$ cat src/rtl/commit_trace_buffer.sv
// Retirement monitor: classifies committed instructions from NUM_CH lanes,
// stamps them with an instruction number and queues them in a FIFO drained
// over a valid/ready port. Also tracks cycle/instruction/drop counters, a
// watchdog and a RUN -> DRAIN -> DONE state machine.
module commit_trace_buffer #(
  parameter int unsigned NUM_CH     = 2,
  parameter int unsigned DATA_W     = 16,
  parameter int unsigned DEPTH      = 16,
  parameter int unsigned CNT_W      = 32,
  parameter int unsigned MAX_CYCLES = 100000
) (
  input  logic                                  clk,
  input  logic                                  rst_n,
  input  logic [NUM_CH-1:0]                     c_valid,
  input  logic [NUM_CH*DATA_W-1:0]              c_pc,
  input  logic [NUM_CH-1:0]                     c_regwrite,
  input  logic [NUM_CH*4-1:0]                   c_wreg,
  input  logic [NUM_CH*DATA_W-1:0]              c_wdata,
  input  logic [NUM_CH-1:0]                     c_memread,
  input  logic [NUM_CH-1:0]                     c_memwrite,
  input  logic [NUM_CH*DATA_W-1:0]              c_memaddr,
  input  logic [NUM_CH*DATA_W-1:0]              c_memdata,
  input  logic [NUM_CH-1:0]                     c_halt,
  output logic                                  rec_valid,
  input  logic                                  rec_ready,
  output logic [3+CNT_W+DATA_W+4+2*DATA_W-1:0]  rec_data,
  output logic [CNT_W-1:0]                      cycle_count,
  output logic [CNT_W-1:0]                      inst_count,
  output logic [CNT_W-1:0]                      drop_count,
  output logic                                  overflow,
  output logic                                  timeout,
  output logic                                  done
);

  localparam int unsigned REC_W  = 3 + CNT_W + DATA_W + 4 + 2 * DATA_W;
  localparam int unsigned PTR_W  = (DEPTH > 1) ? $clog2(DEPTH) : 1;
  localparam int unsigned CNT_FW = $clog2(DEPTH) + 1;
  localparam int unsigned LANE_W = $clog2(NUM_CH + 1);

  localparam logic [2:0] KindNop   = 3'd0;
  localparam logic [2:0] KindLoad  = 3'd1;
  localparam logic [2:0] KindReg   = 3'd2;
  localparam logic [2:0] KindStore = 3'd3;
  localparam logic [2:0] KindHalt  = 3'd4;

  localparam logic [CNT_W-1:0]  WdLimit   = CNT_W'(MAX_CYCLES - 1);
  localparam logic [CNT_FW-1:0] DepthFull = CNT_FW'(DEPTH);

  typedef enum logic [1:0] {StRun, StDrain, StDone} state_e;

  state_e                 state_q, state_d;
  logic [REC_W-1:0]       mem_q [DEPTH];
  logic [PTR_W-1:0]       wr_ptr_q, wr_ptr_d, rd_ptr_q, rd_ptr_d;
  logic [CNT_FW-1:0]      count_q, count_d;
  logic [CNT_W-1:0]       cycle_q, cycle_d, inst_q, inst_d, drop_q, drop_d;
  logic                   overflow_q, overflow_d, timeout_q, timeout_d;

  logic [REC_W-1:0]       lane_rec  [NUM_CH];
  logic [PTR_W-1:0]       lane_slot [NUM_CH];
  logic [NUM_CH-1:0]      lane_push;
  logic [LANE_W-1:0]      n_proc, n_push, n_drop;
  logic                   halt_seen, stopped, pop, wd_fire;
  logic [CNT_FW-1:0]      free_slots;
  logic [CNT_W:0]         drop_sum;

  // Classify one lane into a packed record; priority HALT > LOAD > REG > STORE > NOP.
  function automatic logic [REC_W-1:0] build_rec(
    input logic              halt, rw, mr, mw,
    input logic [3:0]        wreg,
    input logic [DATA_W-1:0] pc, wdata, maddr, mdata,
    input logic [CNT_W-1:0]  inum
  );
    logic [2:0]        kind;
    logic [3:0]        rg;
    logic [DATA_W-1:0] val, addr;
    kind = KindNop;
    rg   = '0;
    val  = '0;
    addr = '0;
    if (halt) begin
      kind = KindHalt;
    end else if (rw && mr) begin
      kind = KindLoad;
      rg   = wreg;
      val  = wdata;
      addr = maddr;
    end else if (rw) begin
      kind = KindReg;
      rg   = wreg;
      val  = wdata;
    end else if (mw) begin
      kind = KindStore;
      val  = mdata;
      addr = maddr;
    end
    return {kind, inum, pc, rg, val, addr};
  endfunction

  assign pop = rec_valid && rec_ready;

  // Walk lanes in order: number them, push while space remains, stop after a halt.
  always_comb begin
    n_proc     = '0;
    n_push     = '0;
    n_drop     = '0;
    halt_seen  = 1'b0;
    stopped    = 1'b0;
    lane_push  = '0;
    // Space is sampled before any pop this cycle.
    free_slots = DepthFull - count_q;
    for (int i = 0; i < NUM_CH; i++) begin
      lane_rec[i]  = '0;
      lane_slot[i] = '0;
      if (state_q == StRun && !stopped && c_valid[i]) begin
        lane_rec[i] = build_rec(c_halt[i], c_regwrite[i], c_memread[i], c_memwrite[i],
                                c_wreg[i*4 +: 4], c_pc[i*DATA_W +: DATA_W],
                                c_wdata[i*DATA_W +: DATA_W], c_memaddr[i*DATA_W +: DATA_W],
                                c_memdata[i*DATA_W +: DATA_W], inst_q + CNT_W'(n_proc));
        if (CNT_FW'(n_push) < free_slots) begin
          lane_push[i] = 1'b1;
          lane_slot[i] = wr_ptr_q + PTR_W'(n_push);
          n_push       = n_push + 1'b1;
        end else begin
          n_drop = n_drop + 1'b1;
        end
        n_proc = n_proc + 1'b1;
        if (c_halt[i]) begin
          stopped   = 1'b1;
          halt_seen = 1'b1;
        end
      end
    end
  end

  // Counters, flags and FIFO pointers.
  always_comb begin
    wr_ptr_d   = wr_ptr_q + PTR_W'(n_push);
    rd_ptr_d   = rd_ptr_q + PTR_W'(pop);
    count_d    = count_q + CNT_FW'(n_push) - CNT_FW'(pop);
    inst_d     = inst_q + CNT_W'(n_proc);
    drop_sum   = {1'b0, drop_q} + (CNT_W + 1)'(n_drop);
    drop_d     = drop_sum[CNT_W] ? '1 : drop_sum[CNT_W-1:0];
    overflow_d = overflow_q | (n_drop != '0);
    cycle_d    = cycle_q;
    wd_fire    = 1'b0;
    if (state_q == StRun && cycle_q != '1) begin
      cycle_d = cycle_q + 1'b1;
      wd_fire = (cycle_q == WdLimit);
    end
    timeout_d  = timeout_q | wd_fire;
  end

  // Next-state logic.
  always_comb begin
    state_d = state_q;
    unique case (state_q)
      StRun:   if (halt_seen || wd_fire) state_d = StDrain;
      StDrain: if (count_d == '0) state_d = StDone;
      StDone:  state_d = StDone;
      default: state_d = StRun;
    endcase
  end

  // State and datapath registers.
  always_ff @(posedge clk or negedge rst_n) begin
    if (!rst_n) begin
      state_q    <= StRun;
      wr_ptr_q   <= '0;
      rd_ptr_q   <= '0;
      count_q    <= '0;
      cycle_q    <= '0;
      inst_q     <= '0;
      drop_q     <= '0;
      overflow_q <= 1'b0;
      timeout_q  <= 1'b0;
    end else begin
      state_q    <= state_d;
      wr_ptr_q   <= wr_ptr_d;
      rd_ptr_q   <= rd_ptr_d;
      count_q    <= count_d;
      cycle_q    <= cycle_d;
      inst_q     <= inst_d;
      drop_q     <= drop_d;
      overflow_q <= overflow_d;
      timeout_q  <= timeout_d;
    end
  end

  // FIFO storage; unreset since reads are gated by the occupancy count.
  always_ff @(posedge clk) begin
    for (int i = 0; i < NUM_CH; i++) begin
      if (lane_push[i]) mem_q[lane_slot[i]] <= lane_rec[i];
    end
  end

  // Outputs.
  always_comb begin
    rec_valid   = (count_q != '0);
    rec_data    = rec_valid ? mem_q[rd_ptr_q] : '0;
    done        = (state_q == StDone);
    cycle_count = cycle_q;
    inst_count  = inst_q;
    drop_count  = drop_q;
    overflow    = overflow_q;
    timeout     = timeout_q;
  end

endmodule

$ cat config.mk
export PLATFORM = sky130hd
export DESIGN_NAME = commit_trace_buffer
export DESIGN_NICKNAME = d
export VERILOG_FILES = /design/src/rtl/commit_trace_buffer.sv
export SDC_FILE = /design/constraint.sdc
export NUM_CORES = 2
export LEC_CHECK = 0
export BUFFER_PORTS_ARGS = -buffer_cell sky130_fd_sc_hd__buf_2
export CAP_MARGIN = 20
export CORE_ASPECT_RATIO = 1.5
export CORE_UTILIZATION = 26
export CTS_CLUSTER_DIAMETER = 30
export DETAILED_ROUTE_END_ITERATION = 12
export PLACE_DENSITY = 0.42
export SYNTH_ARGS = -nofsm -noshare
export SYNTH_HDL_FRONTEND = slang
export SYNTH_SLANG_ARGS = --single-unit
$ cat constraint.sdc
create_clock -name clk -period 14.8 [get_ports clk]
set_input_delay 1.48 -clock clk [delete_from_list [all_inputs] [get_ports clk]]
set_output_delay 1.48 -clock clk [all_outputs]
set_load 0.01 [all_outputs]
; Yosys cells after proc, flatten, opt, wreduce, memory -nomap -nowiden
; Memories as Yosys holds them, arrays and structs flattened.
; Index checks and enable logic that the tools add are counted.
[op_classes]
n_addsub = 13
order_cmp = 2
eq_ne = 6
mux = 64
bitwise_logic = 2
n_reduce_logical = 14
[ops]
columns = cell, count
row1 = 87-bit two-way mux, 3
row2 = 16-bit two-way mux, 16
row3 = 32-bit by 2-bit adder with 32-bit output, 2
row4 = 4-bit two-way mux, 10
row5 = 32-bit by 2-bit adder with 33-bit output, 1
row6 = 32-bit by 1-bit adder with 32-bit output (second input constant), 1
row7 = 32-bit by 17-bit equality test with 1-bit output (second input constant), 1
row8 = 32-bit two-way mux, 1
row9 = 32-bit != test (second input constant), 1
row10 = 2-bit two-way mux, 13
row11 = 1-bit two-way mux, 18
row12 = 4-bit by 2-bit adder with 4-bit output, 2
row13 = 1-bit logical AND, 7
row14 = 2-bit by 1-bit adder with 2-bit output (second input constant), 3
row15 = 3-bit two-way mux, 2
row16 = 2-bit case mux with 3 select lines, 1
row17 = 5-bit by 2-bit adder with 5-bit output, 1
row18 = 5-bit zero test, 1
row19 = 1-bit by 5-bit < comparator with 1-bit output (first input constant), 1
row20 = 2-bit by 5-bit < comparator with 1-bit output, 1
row21 = 5-bit nonzero test, 1
row22 = 5-bit by 1-bit subtractor with 5-bit output, 1
row23 = 5-bit subtractor (first input constant), 1
row24 = 4-bit by 1-bit adder with 4-bit output, 1
row25 = 10 further kinds, 11
[word_totals]
regBits = 113
ram_bits = 1392
inputBits = 149
out_inout_bits = 187
n_memories = 1
[mem_list]
columns = memory, depth, width, read_ports, rd_ports_with_merged_regs, write_ports, line
row1 = mem_q, 16, 87, 1, 0, 2, 52  ; logic [REC_W-1:0] mem_q [DEPTH];

; Logic depth before layout (Yosys ltp)
[depth]
ltp_word = 12
depth_mapped = 22
mapped_depth_nobuf = 20

; Worst setup path after synthesis
; Ideal clock, no wire load.
[synth_path]
path_kind = input-to-reg
from = in c_valid[0]
to = mem mem_q[10][0] in the netlist's numbering (enable)
t_arrival_ns = 8.444
required_time_ns = 14.147
path_slack_ns = 5.703
path_stages = 5
n_path_buf = 1
cell_sequence = clkbuf_1 nand2_1 a21oi_1 nand3b_1 o21ai_0
[synth_rtl]
columns = element, line
row1 = from (decl), 14  ; input logic [NUM_CH-1:0] c_valid,
row2 = to (decl), 52

; Worst setup path after layout
[layout_path]
from = reg rd_ptr_q[0]
to = out rec_data[81]
[layout_via]
elab_chain_len = 2
[layout_rtl]
columns = element, line
row1 = from (decl), 53  ; logic [PTR_W-1:0] wr_ptr_q, wr_ptr_d, rd_ptr_q, rd_ptr_d;
row2 = from (signal assigned), 179  ; rd_ptr_q <= rd_ptr_d;
row3 = memory read 16 x 87 bit, --
row4 = 87-bit two-way mux, 199  ; rec_data = rec_valid ? mem_q[rd_ptr_q] : '0;
row5 = to (decl), 26  ; output logic [3+CNT_W+DATA_W+4+2*DATA_W-1:0] rec_data,
; No other way between the ends.

==> flow_summary_export.csv <==
group,metric,value,unit
run_status,status,"finished clean",
synth,synth-seq-cells,1505,
sta,fin_tns_setup,0,ns
worst_setup_path,worstPathCellList,"buf_4 > buf_4 > buf_4 > mux4_2 > mux4_2 > and2_1 > buf_2",
cts,cts.sinks,1505,
die,fp.dieArea,293000,sq um
synth,synthCells,6329,
synth,yosysSeqAreaShare,59.0,%
synth,syn_nets,6510,
routing,drtPass1Iterations,6,
routing,vias_per_cell,4.99,
cts,cts_tree,"done",
power_and_ir_drop,clock_power_share,42.7,%
cts,clock_path_buffers,4,
sta,finalCritPeriodShare,49.9,%
layout,area_delta_synth_final,22.2,%
worst_setup_path,path_common_cell,"buf_4",
die,die_h,663,um
global_routing,grt_antenna_before_repair,24,
power_and_ir_drop,powerDensity,196,nW/um^2
sta,slew_violations,0,
power_and_ir_drop,power_switching,5.84,mW
placement,placedCellCount,9906,
die,core-area,289000,sq um
routing,first_iter_violations,4615,
global_routing,grt_pass1_vias,53600,
worst_setup_path,cpPeakStageDelay,0.95,ns
synth,synth_cell_types,69,
min_path,hold_class,"register to register",
placement,gp_congestion,0.763,
worst_setup_path,path_depth,7,
sta,hold_viol,0,
die,ios,336,
routing,avgRoutedWirePerCell,26.7,um
cts,path_clk_slew,0.05,ns
global_routing,gr-usage-met3,3.68,%
global_routing,grt_pass1_wl,400000,um
power_and_ir_drop,power.share.switching,32.2,%
die,start_util,26.1,%
power_and_ir_drop,leakage,31.3,nW
worst_setup_path,path_buf_inv,4,
cts,cts_root_buf,"clkbuf_16",
worst_setup_path,start_kind,"register",
global_routing,grt-busiest-layer,"met2",
placement,dpl.hpwl,160000,um
synth,synth-edff-count,1392,
die,rows,242,
global_routing,grt_usage,18.9,%
synth,synth_flop_cell,"edfxtp_1",
worst_setup_path,crit_fanout,42,
worst_setup_path,crit_type,"register to output port",
cts,postCtsSetupBuffers,0,
sta,setup_viol,0,
worst_setup_path,endpoint_kind,"output port",
worst_setup_path,cpMaxStageDelayCell,"dfrtp_4",
cts,cts_buffers,351,
power_and_ir_drop,comb_power_share,27.2,%
layout,fin_util,31.9,%
sta,worst_pin_slew,1.14,ns
cts,h-tree-depth,5,
worst_setup_path,crit_arrival,5.91,ns
cts,cts_resized,0,
die,fp.dieW,442,um
synth,netlist_area,75700,sq um
routing,routed_wl,282000,um
worst_setup_path,crit_required,13.32,ns
layout,drive_above_1_share,22.7,%
global_routing,grt_use_met1,23.0,%
power_and_ir_drop,power.internal,12.3,mW
sta,rsz0062_at_grt,"no",
layout,nets,6667,
global_routing,grt_max_degree,130,
layout,instances_no_fill,10600,
cts,postCtsHoldBufs,0,
sta,setup_ws,7.41,ns
sta,fmax,135,MHz
global_routing,grt_util_met2,32.9,%
placement,portBuffers,335,
flow_run,maxCapViolations,0,
sta,holdWs,0.460,ns
worst_setup_path,reg2reg_depth,16,
power_and_ir_drop,ir_worst_vdd,0.159,mV
sta,maxSlewHeadroom,23.9,%
cts,insertion_delay,0.89,ns
sta,fin_crit,7.39,ns
layout,fillers,28900,
routing,vias,52600,
synth,synth_warnings,0,
routing,ant_nets,0,
min_path,min_path_cells,1,
global_routing,grt_overflow,0,
synth,async_flop_share,7.51,%
routing,drc,0,
power_and_ir_drop,p_seq_share,30.1,%
sta,clock_skew,0.0671,ns
worst_setup_path,critical-path-top-delay-family,"buffers and inverters",
placement,post-place-ws,7.69,ns
synth,syn-mean-instance-area,12.0,sq um
==> kinds of logic after synthesis <==
logic type | after synthesis | share of synthesized area, %
flip-flops | 1505 | 59.0
XOR/XNOR | 104 | 1.20
multiplexers | 449 | 13.1
adder cells (fa/ha/maj) | 32 | 0.569
AND/OR/NAND/NOR | 1992 | 11.2
buffers and inverters | 731 | 4.32
AO/OA/AOI/OAI | 1516 | 10.6
==> final cells by class <==
type / instances / area (sq um) / area share, %
flip-flops and latches: 1505 / 44600 / 48.3
multi-input cells: 4093 / 28200 / 30.5
clock buffers: 426 / 9270 / 10.0
well taps: 3782 / 4730 / 5.12
repair buffers: 500 / 3020 / 3.27
clock inverters: 208 / 2420 / 2.62
inverters: 35 / 136 / 0.148
diodes: 9 / 22.5 / 0.0244
==> Yosys cell counts (11+ instances only) <==
library cell | n | share of area, %
edfxtp_1 | 1392 | 55
o21ai_0 | 1337 | 8.8
inv_1 | 33 | 0.16
dfrtp_1 | 113 | 3.7
buf_4 | 56 | 0.56
a22oi_1 | 16 | 0.16
and4_1 | 14 | 0.16
nand4_1 | 33 | 0.27
a22o_1 | 16 | 0.19
a211oi_2 | 16 | 0.26
nor2_1 | 70 | 0.35
nand2_1 | 1543 | 7.7
buf_6 | 11 | 0.16
buf_2 | 176 | 1.2
and3_1 | 69 | 0.57
buf_1 | 27 | 0.13
o21ai_1 | 62 | 0.41
nor3_1 | 20 | 0.13
xnor2_1 | 50 | 0.58
a21oi_1 | 15 | 0.099
nand3_1 | 57 | 0.38
ha_1 | 28 | 0.46
nor4_1 | 26 | 0.21
clkbuf_1 | 416 | 2.1
xor2_1 | 54 | 0.63
mux4_2 | 435 | 13
and2_1 | 108 | 0.89
==> placed cells by master, fill, tap and decap left out, drive strengths merged, types with 19 or more instances in the layout <==
master	n
nand2	1543
o211ai	19
clkbuf	427
nand3	57
a211oi	20
nor4	30
xor2	54
buf	499
bufinv	45
nor3	20
dfrtp	113
inv	52
ha	28
nor2	71
and3	69
nand4	35
o21ai	1401
clkinv	123
mux4	435
and2	110
edfxtp	1392
clkinvlp	23
xnor2	50
==> worst paths after layout <==
kind,end,slack [ns],startpoint
hold / removal,timeout$_DFF_PN0_,0.46,timeout$_DFF_PN0_
setup reg to reg,mem_q[6][11]$_DFFE_PP_,8.41,count_q[0]$_DFF_PN0_
setup / recovery,rec_data[81],7.41,rd_ptr_q[0]$_DFF_PN0_
hold reg to reg,timeout$_DFF_PN0_,0.46,timeout$_DFF_PN0_
max in group asynchronous,cycle_count[27]$_DFFE_PN0P_,12.62,rst_n
min in group asynchronous,drop_count[24]$_DFF_PN0_,0.62,rst_n
==> power groups by stage <==
stage          Clock (mW)  Combinational, mW  Sequential (mW)
6_report             7.75               4.93             5.47
5_1_grt              8.05               5.27             5.50
4_1_cts              7.86               5.06             5.47
3_5_place_dp            0               5.05             5.55
3_3_place_gp            0               5.02             5.53
2_1_floorplan           0               3.11             5.43
==> sequential cells by signal (all words and copies together) (netlist names), 2 cells and up <==
| name | cells |
|---|---|
| state_q | 2 |
| inst_count | 32 |
| rd_ptr_q | 4 |
| count_q | 5 |
| cycle_count | 32 |
| mem_q | 1392 |
| wr_ptr_q | 4 |
| drop_count | 32 |
==> per-stage QoR <==
step	instance area, sq um	total power [mW]
6_report	92400	18.1
5_1_grt	92400	18.8
4_1_cts	92300	18.4
3_5_place_dp	80600	10.6
3_3_place_gp	80600	10.6
2_1_floorplan	75700	8.54
==> per-layer routing <==
metal,routed length [um],up-vias
met3,19000,511
met5,38,-
met4,10300,6
met1,111000,26500
li1,-,23700
met2,142000,1993
(Power assumes the default switching activity.)
